--- src/rtl/token_buffer_arb.sv ---
// Burst arbiter/sequencer sharing the single-port token SRAM among four requesters.
// Define TOKEN_BUF_ARB_FIXED_PRIO_EN for fixed priority Collector > Gating > Dispatcher > DRAM.
module token_buffer_arb #(
    parameter int NSRC = 4,
    parameter int AW   = 8
) (
    input  logic                     clk,
    input  logic                     rst,
    input  logic                     i_dram_req,
    input  logic [AW-1:0]            i_dram_base,
    input  logic [AW-1:0]            i_dram_len,
    input  logic                     i_dram_we,
    input  logic                     i_disp_req,
    input  logic [AW-1:0]            i_disp_base,
    input  logic [AW-1:0]            i_disp_len,
    input  logic                     i_col_req,
    input  logic [AW-1:0]            i_col_base,
    input  logic [AW-1:0]            i_col_len,
    input  logic                     i_gate_req,
    input  logic [AW-1:0]            i_gate_base,
    input  logic [AW-1:0]            i_gate_len,
    input  logic                     i_gate_we,
    output logic                     o_dram_gnt,
    output logic                     o_dram_beat,
    output logic                     o_dram_done,
    output logic                     o_disp_gnt,
    output logic                     o_disp_beat,
    output logic                     o_disp_done,
    output logic                     o_col_gnt,
    output logic                     o_col_beat,
    output logic                     o_col_done,
    output logic                     o_gate_gnt,
    output logic                     o_gate_beat,
    output logic                     o_gate_done,
    output logic [$clog2(NSRC)-1:0]  o_tb_src_sel,
    output logic                     o_tb_dram_req,
    output logic                     o_tb_disp_req,
    output logic                     o_tb_col_req,
    output logic                     o_tb_gate_req,
    output logic [AW-1:0]            o_tb_dram_addr,
    output logic [AW-1:0]            o_tb_disp_addr,
    output logic [AW-1:0]            o_tb_col_addr,
    output logic [AW-1:0]            o_tb_gate_addr,
    output logic                     o_tb_dram_we,
    output logic                     o_tb_gate_we
);

    localparam int SW = $clog2(NSRC);

    typedef enum logic [1:0] {
        S_IDLE,
        S_BURST,
        S_DRAIN
    } state_t;

    state_t            r_state, w_state_n;
    logic [SW-1:0]     r_src, w_src_n;
    logic [NSRC-1:0]   r_gnt, w_gnt_n;
    logic [NSRC-1:0]   r_beat, w_beat_n;
    logic [NSRC-1:0]   r_done, w_done_n;
    logic [NSRC-1:0]   r_treq, w_treq_n;
    logic [AW-1:0]     r_addr [NSRC];
    logic [AW-1:0]     w_addr_n [NSRC];
    logic              r_dwe, w_dwe_n;
    logic              r_gwe, w_gwe_n;
    logic [AW-1:0]     r_base, w_base_n;
    logic [AW-1:0]     r_len, w_len_n;
    logic [AW-1:0]     r_cnt, w_cnt_n;
    logic              r_drn, w_drn_n;

    logic [NSRC-1:0]   w_req;
    logic [AW-1:0]     w_base [NSRC];
    logic [AW-1:0]     w_len [NSRC];
    logic              w_found;
    logic [SW-1:0]     w_win;
    logic [NSRC-1:0]   w_win_oh;
    logic [AW-1:0]     w_nxt_cnt;
    logic [AW-1:0]     w_nxt_addr;

    assign w_req     = {i_gate_req, i_col_req, i_disp_req, i_dram_req};
    assign w_base[0] = i_dram_base;
    assign w_base[1] = i_disp_base;
    assign w_base[2] = i_col_base;
    assign w_base[3] = i_gate_base;
    assign w_len[0]  = i_dram_len;
    assign w_len[1]  = i_disp_len;
    assign w_len[2]  = i_col_len;
    assign w_len[3]  = i_gate_len;

    assign w_win_oh   = NSRC'(1) << w_win;
    assign w_nxt_cnt  = r_cnt + AW'(1);
    assign w_nxt_addr = r_base + w_nxt_cnt;

`ifdef TOKEN_BUF_ARB_FIXED_PRIO_EN
    always_comb begin
        w_found = |w_req;
        w_win   = '0;
        if (w_req[2])      w_win = SW'(2);
        else if (w_req[3]) w_win = SW'(3);
        else if (w_req[1]) w_win = SW'(1);
        else               w_win = SW'(0);
    end
`else
    logic [SW-1:0] r_rr;
    logic [SW-1:0] w_idx;

    always_comb begin
        w_found = 1'b0;
        w_win   = '0;
        w_idx   = '0;
        for (int i = 0; i < NSRC; i++) begin
            w_idx = r_rr + SW'(i);
            if (!w_found && w_req[w_idx]) begin
                w_found = 1'b1;
                w_win   = w_idx;
            end
        end
    end

    always_ff @(posedge clk or posedge rst) begin
        if (rst)
            r_rr <= '0;
        else if (r_state == S_IDLE && w_found)
            r_rr <= w_win + SW'(1);
    end
`endif

    always_comb begin
        w_state_n = r_state;
        w_src_n   = r_src;
        w_gnt_n   = r_gnt;
        w_beat_n  = r_beat;
        w_done_n  = '0;
        w_treq_n  = r_treq;
        w_addr_n  = r_addr;
        w_dwe_n   = r_dwe;
        w_gwe_n   = r_gwe;
        w_base_n  = r_base;
        w_len_n   = r_len;
        w_cnt_n   = r_cnt;
        w_drn_n   = r_drn;
        unique case (r_state)
            S_IDLE: begin
                if (w_found) begin
                    w_state_n       = S_BURST;
                    w_src_n         = w_win;
                    w_gnt_n         = w_win_oh;
                    w_beat_n        = w_win_oh;
                    w_treq_n        = w_win_oh;
                    w_addr_n[w_win] = w_base[w_win];
                    w_base_n        = w_base[w_win];
                    w_len_n         = w_len[w_win];
                    w_cnt_n         = '0;
                    w_dwe_n         = (w_win == SW'(0)) && i_dram_we;
                    w_gwe_n         = (w_win == SW'(3)) && i_gate_we;
                end
            end
            S_BURST: begin
                if (r_cnt == r_len) begin
                    w_state_n = S_DRAIN;
                    w_beat_n  = '0;
                    w_treq_n  = '0;
                    w_dwe_n   = 1'b0;
                    w_gwe_n   = 1'b0;
                    w_drn_n   = 1'b0;
                end else begin
                    w_cnt_n         = w_nxt_cnt;
                    w_addr_n[r_src] = w_nxt_addr;
                end
            end
            S_DRAIN: begin
                // Done lands on the buffer's last read-data cycle.
                if (!r_drn) begin
                    w_drn_n  = 1'b1;
                    w_done_n = r_gnt;
                end else begin
                    w_state_n = S_IDLE;
                    w_gnt_n   = '0;
                end
            end
            default: w_state_n = S_IDLE;
        endcase
    end

    always_ff @(posedge clk or posedge rst) begin
        if (rst) begin
            r_state <= S_IDLE;
            r_src   <= '0;
            r_gnt   <= '0;
            r_beat  <= '0;
            r_done  <= '0;
            r_treq  <= '0;
            for (int i = 0; i < NSRC; i++) r_addr[i] <= '0;
            r_dwe   <= 1'b0;
            r_gwe   <= 1'b0;
            r_base  <= '0;
            r_len   <= '0;
            r_cnt   <= '0;
            r_drn   <= 1'b0;
        end else begin
            r_state <= w_state_n;
            r_src   <= w_src_n;
            r_gnt   <= w_gnt_n;
            r_beat  <= w_beat_n;
            r_done  <= w_done_n;
            r_treq  <= w_treq_n;
            r_addr  <= w_addr_n;
            r_dwe   <= w_dwe_n;
            r_gwe   <= w_gwe_n;
            r_base  <= w_base_n;
            r_len   <= w_len_n;
            r_cnt   <= w_cnt_n;
            r_drn   <= w_drn_n;
        end
    end

    assign o_tb_src_sel   = r_src;
    assign o_dram_gnt     = r_gnt[0];
    assign o_disp_gnt     = r_gnt[1];
    assign o_col_gnt      = r_gnt[2];
    assign o_gate_gnt     = r_gnt[3];
    assign o_dram_beat    = r_beat[0];
    assign o_disp_beat    = r_beat[1];
    assign o_col_beat     = r_beat[2];
    assign o_gate_beat    = r_beat[3];
    assign o_dram_done    = r_done[0];
    assign o_disp_done    = r_done[1];
    assign o_col_done     = r_done[2];
    assign o_gate_done    = r_done[3];
    assign o_tb_dram_req  = r_treq[0];
    assign o_tb_disp_req  = r_treq[1];
    assign o_tb_col_req   = r_treq[2];
    assign o_tb_gate_req  = r_treq[3];
    assign o_tb_dram_addr = r_addr[0];
    assign o_tb_disp_addr = r_addr[1];
    assign o_tb_col_addr  = r_addr[2];
    assign o_tb_gate_addr = r_addr[3];
    assign o_tb_dram_we   = r_dwe;
    assign o_tb_gate_we   = r_gwe;

endmodule

--- config.mk ---
export PLATFORM = sky130hd
export DESIGN_NAME = token_buffer_arb
export DESIGN_NICKNAME = d
export VERILOG_FILES = /design/src/rtl/token_buffer_arb.sv
export SDC_FILE = /design/constraint.sdc
export NUM_CORES = 1
export LEC_CHECK = 0
export CAP_MARGIN = 0
export CORE_ASPECT_RATIO = 0.8
export CORE_MARGIN = 5
export CORE_UTILIZATION = 30
export DETAILED_ROUTE_END_ITERATION = 10
export HOLD_SLACK_MARGIN = 0.05
export PLACE_DENSITY_LB_ADDON = 0.08
export SYNTH_ARGS = -nofsm -noshare
export SYNTH_HDL_FRONTEND = slang
export SYNTH_SLANG_ARGS = --single-unit
export TNS_END_PERCENT = 100
--- constraint.sdc ---
create_clock -name clk -period 3.77 [get_ports clk]
set_clock_uncertainty 0.2 [all_clocks]
set_input_delay 0.754 -clock clk [delete_from_list [all_inputs] [get_ports clk]]
set_output_delay 0.754 -clock clk [all_outputs]
set_load 0.01 [all_outputs]
==> flow_metrics.py <==
metrics = {
    "run_status": {
        "status": "finished clean",
    },
    "setup_path": {
        "cp_num_cells": 10,
        "crit_end": "o_tb_disp_addr[7]$_DFFE_PP0P_",
        "startpoint": "r_cnt[0]$_DFFE_PP0P_",
        "timing.rr.end": "o_tb_disp_addr[7]$_DFFE_PP0P_",
        "cp_slowest_stage_delay_ns": 0.61,
        "crit_type": "reg2reg",
        "critPathLaunchType": "flip-flop",
        "crit_chain": "ha_1 > nand2_1 > xnor2_1 > ha_1 > nand3_1 > o211ai_1 > o41ai_1 > xnor2_1 > nor2_1 > a221o_1",
        "required_ns": 3.78,
        "cp_num_buf_inv": 0,
        "reg2regPathDepth": 10,
        "cp_data_arrival_time_ns": 3.31,
        "r2r-start": "r_cnt[0]$_DFFE_PP0P_",
        "reg2reg_slack_ns": 0.47,
        "critPathTopFamily": "compound AO/OA/AOI/OAI gates",
        "cpMaxStageDelayCell": "o41ai_1",
        "path_max_fanout": 6,
        "end_kind": "flip-flop",
    },
    "synth": {
        "synth_top_area_share_pct": 44.75,
        "async_reset_ff_share_pct": 100.0,
        "synth_top_cell_by_area": "dfrtp_1",
        "ys_ff_latch": 77,
        "synthDistinctLibCells": 51,
        "synth-warning-count": 0,
        "syn_area_um2": 4305,
        "synth_area_per_cell_um2": 10.35,
        "synth-seq-area-share_pct": 44.75,
        "synth_area_leaders": "dfrtp_1 (45%), mux2i_1 (7.7%), nand2_1 (5.7%)",
        "synth_edf_count": 0,
        "syn_nets": 502,
        "netlist_instances": 416,
        "synth_flop_cell": "dfrtp_1",
    },
    "global_route": {
        "grt.total_usage_pct": 15.23,
        "antenna_found_initial": 0,
        "overflow": 0,
        "grt_pass1_wl_um": 19960,
        "grt_pass1_vias": 3661,
        "grt_max_degree": 78,
    },
    "clock_tree": {
        "clockBufferDepth": 2,
        "insertion_delay_ns": 0.33,
        "cts_tree": "yes",
        "ctsRootBufferMaster": "clkbuf_16",
        "cts_resized": 0,
        "cts-hold-fix-buffers": 0,
        "cts-htree-levels": 3,
        "cts_made_buffers": 9,
        "cts.sinks": 77,
        "path_clk_slew_ns": 0.06,
        "post_cts_buffers": 0,
    },
    "floorplanning": {
        "initial_core_util_pct": 30.32,
        "coreArea_um2": 14200,
        "ioPinCount": 124,
        "die_area_um2": 16860,
        "die_height_um": 117.2,
        "fp.dieW_um": 143.9,
        "rows": 39,
    },
    "power": {
        "leakage_nw": 2.615,
        "power_density_nw_per_um2": 867.2,
        "ir_worst_vdd_mv": 0.5493,
        "power_mw": 5.216,
    },
    "sta": {
        "worst_pin_slew_ns": 1.264,
        "slew_violations": 0,
        "period_share_pct": 87.51,
        "worst_slack_ns": 0.4709,
        "hold_viol": 0,
        "finalSetupViolCount": 0,
        "timing.slew.headroom_pct": 15.72,
        "fin_crit_ns": 3.299,
        "setup_tns_ns": 0,
        "fmaxAchievable_mhz": 303.1,
        "rsz0062_at_grt": "false",
    },
    "layout": {
        "seq_area_um2": 1927,
        "multi_input_area_um2": 2197,
        "layout-drive-gt1-share_pct": 10.99,
        "fin_nets": 627,
        "fin_area_um2": 6015,
        "fillerInstances": 1356,
        "antenna_cells": 0,
        "synthToLayoutAreaGrowth_pct": 39.70,
        "final_core_util_pct": 42.36,
    },
    "route": {
        "ant_nets": 0,
        "drc": 0,
        "avgRoutedWirePerCell_um": 17.17,
        "dr_total_vias": 3592,
        "routed_wl_um": 12530,
        "drt_pass1_iterations": 4,
        "drt-initial-drc-count": 192,
        "drt-vias-per-instance": 4.921,
    },
    "placed_design": {
        "port_buffers": 123,
        "dp_hpwl_um": 9616,
        "place_congestion": 0.7592,
        "placed_area_um2": 5722,
        "pre_cts_slack_ns": 0.4065,
    },
    "worst_hold_path": {
        "min_delay_path_depth": 2,
        "hold_class": "reg2reg",
    },
    "run": {
        "cap_violations": 0,
    },
}
==> worst min path at each step <==
stage                                            start                      endpoint  slack, ns
after global placement            r_gnt[3]$_DFFE_PP0P_          r_gnt[3]$_DFFE_PP0P_       0.28
after floorplan                  r_base[0]$_DFFE_PP0P_         r_base[0]$_DFFE_PP0P_       0.26
after CTS                        r_base[4]$_DFFE_PP0P_         r_base[4]$_DFFE_PP0P_       0.30
after detailed placement  o_tb_col_addr[2]$_DFFE_PP0P_  o_tb_col_addr[2]$_DFFE_PP0P_       0.29
final                     o_tb_col_addr[2]$_DFFE_PP0P_  o_tb_col_addr[2]$_DFFE_PP0P_       0.29
after global routing             r_base[0]$_DFFE_PP0P_         r_base[0]$_DFFE_PP0P_       0.33
==> flip-flops by register name (all words and copies together), names as in the netlist, 4 cells and up <==
name,count
r_cnt,8
r_base,8
r_done,4
o_tb_gate_addr,8
o_tb_dram_addr,8
o_tb_disp_addr,8
o_tb_col_addr,8
r_treq,4
r_gnt,4
r_len,8
==> routing by layer <==
metal / share of wire (%) / global-route usage, %
met1: 50 / 22.59
met2: 44 / 22.69
met3: 5.0 / 3.777
met4: 0.78 / 2.949
met5: 0 / 0
==> worst register-to-register path, cell delays in order (launching register included) <==
cell	delay, ns
dfrtp_1	0.49
ha_1	0.28
nand2_1	0.12
xnor2_1	0.22
ha_1	0.33
nand3_1	0.11
o211ai_1	0.13
o41ai_1	0.61
xnor2_1	0.32
nor2_1	0.10
a221o_1	0.27
==> cells in the mapped netlist (9+ instances only) <==
cell type,count
a22oi_1,10
a32oi_1,10
and2_1,9
dfrtp_1,77
ha_1,13
inv_1,14
mux2_2,17
mux2i_1,33
nand2_1,65
nor2b_1,9
o21ai_0,10
o21ai_1,39
xor2_1,12
==> cell usage in the layout (no fill, tap or decap), types with 8 or more instances in the layout <==
| cell type | count |
|---|---|
| a32oi_1 | 10 |
| xnor2_1 | 8 |
| nand2_1 | 65 |
| o21ai_0 | 10 |
| buf_4 | 8 |
| nor2b_1 | 9 |
| a22oi_1 | 10 |
| o221ai_1 | 8 |
| clkdlybuf4s50_1 | 123 |
| xor2_1 | 12 |
| o21ai_1 | 39 |
| mux2_2 | 17 |
| and2_1 | 9 |
| clkbuf_16 | 9 |
| mux2i_1 | 33 |
| dfrtp_1 | 77 |
| inv_1 | 13 |
| ha_1 | 13 |
==> per-stage QoR <==
stage | hold WS [ns] | cells
3_3_place_gp | 0.2797 | 714
5_1_grt | 0.3307 | 730
6_report | 0.2939 | 730
2_1_floorplan | 0.2621 | 416
3_5_place_dp | 0.2870 | 714
4_1_cts | 0.3005 | 730
==> area by class of cell <==
class                   instances  share of cell area, %
clock buffers                  10                  3.807
clock inverters                 6                  1.061
inverters                      15                 0.9361
multi-input cells             306                  36.53
flip-flops and latches         77                  32.04
well taps                     184                  3.828
repair buffers                132                  21.80
==> power breakdown <==
group,total [mW],switching [mW],internal (mW)
Clock,0.855,0.343,0.512
Sequential,1.50,0.307,1.20
Combinational,2.86,1.51,1.35
Total,5.22,2.16,3.06
==> kinds of logic after synthesis <==
group	after synthesis	share of synthesized area, %
xor gates and xnor gates	20	4.069
muxes	50	12.12
DFF	77	44.75
and+or+nand+nor	118	14.24
buffers and inverters	33	4.272
adders and majority gates	14	4.243
AOI/OAI and AO/OA	104	16.30
Note: power is estimated with default switching activity, not from simulation.
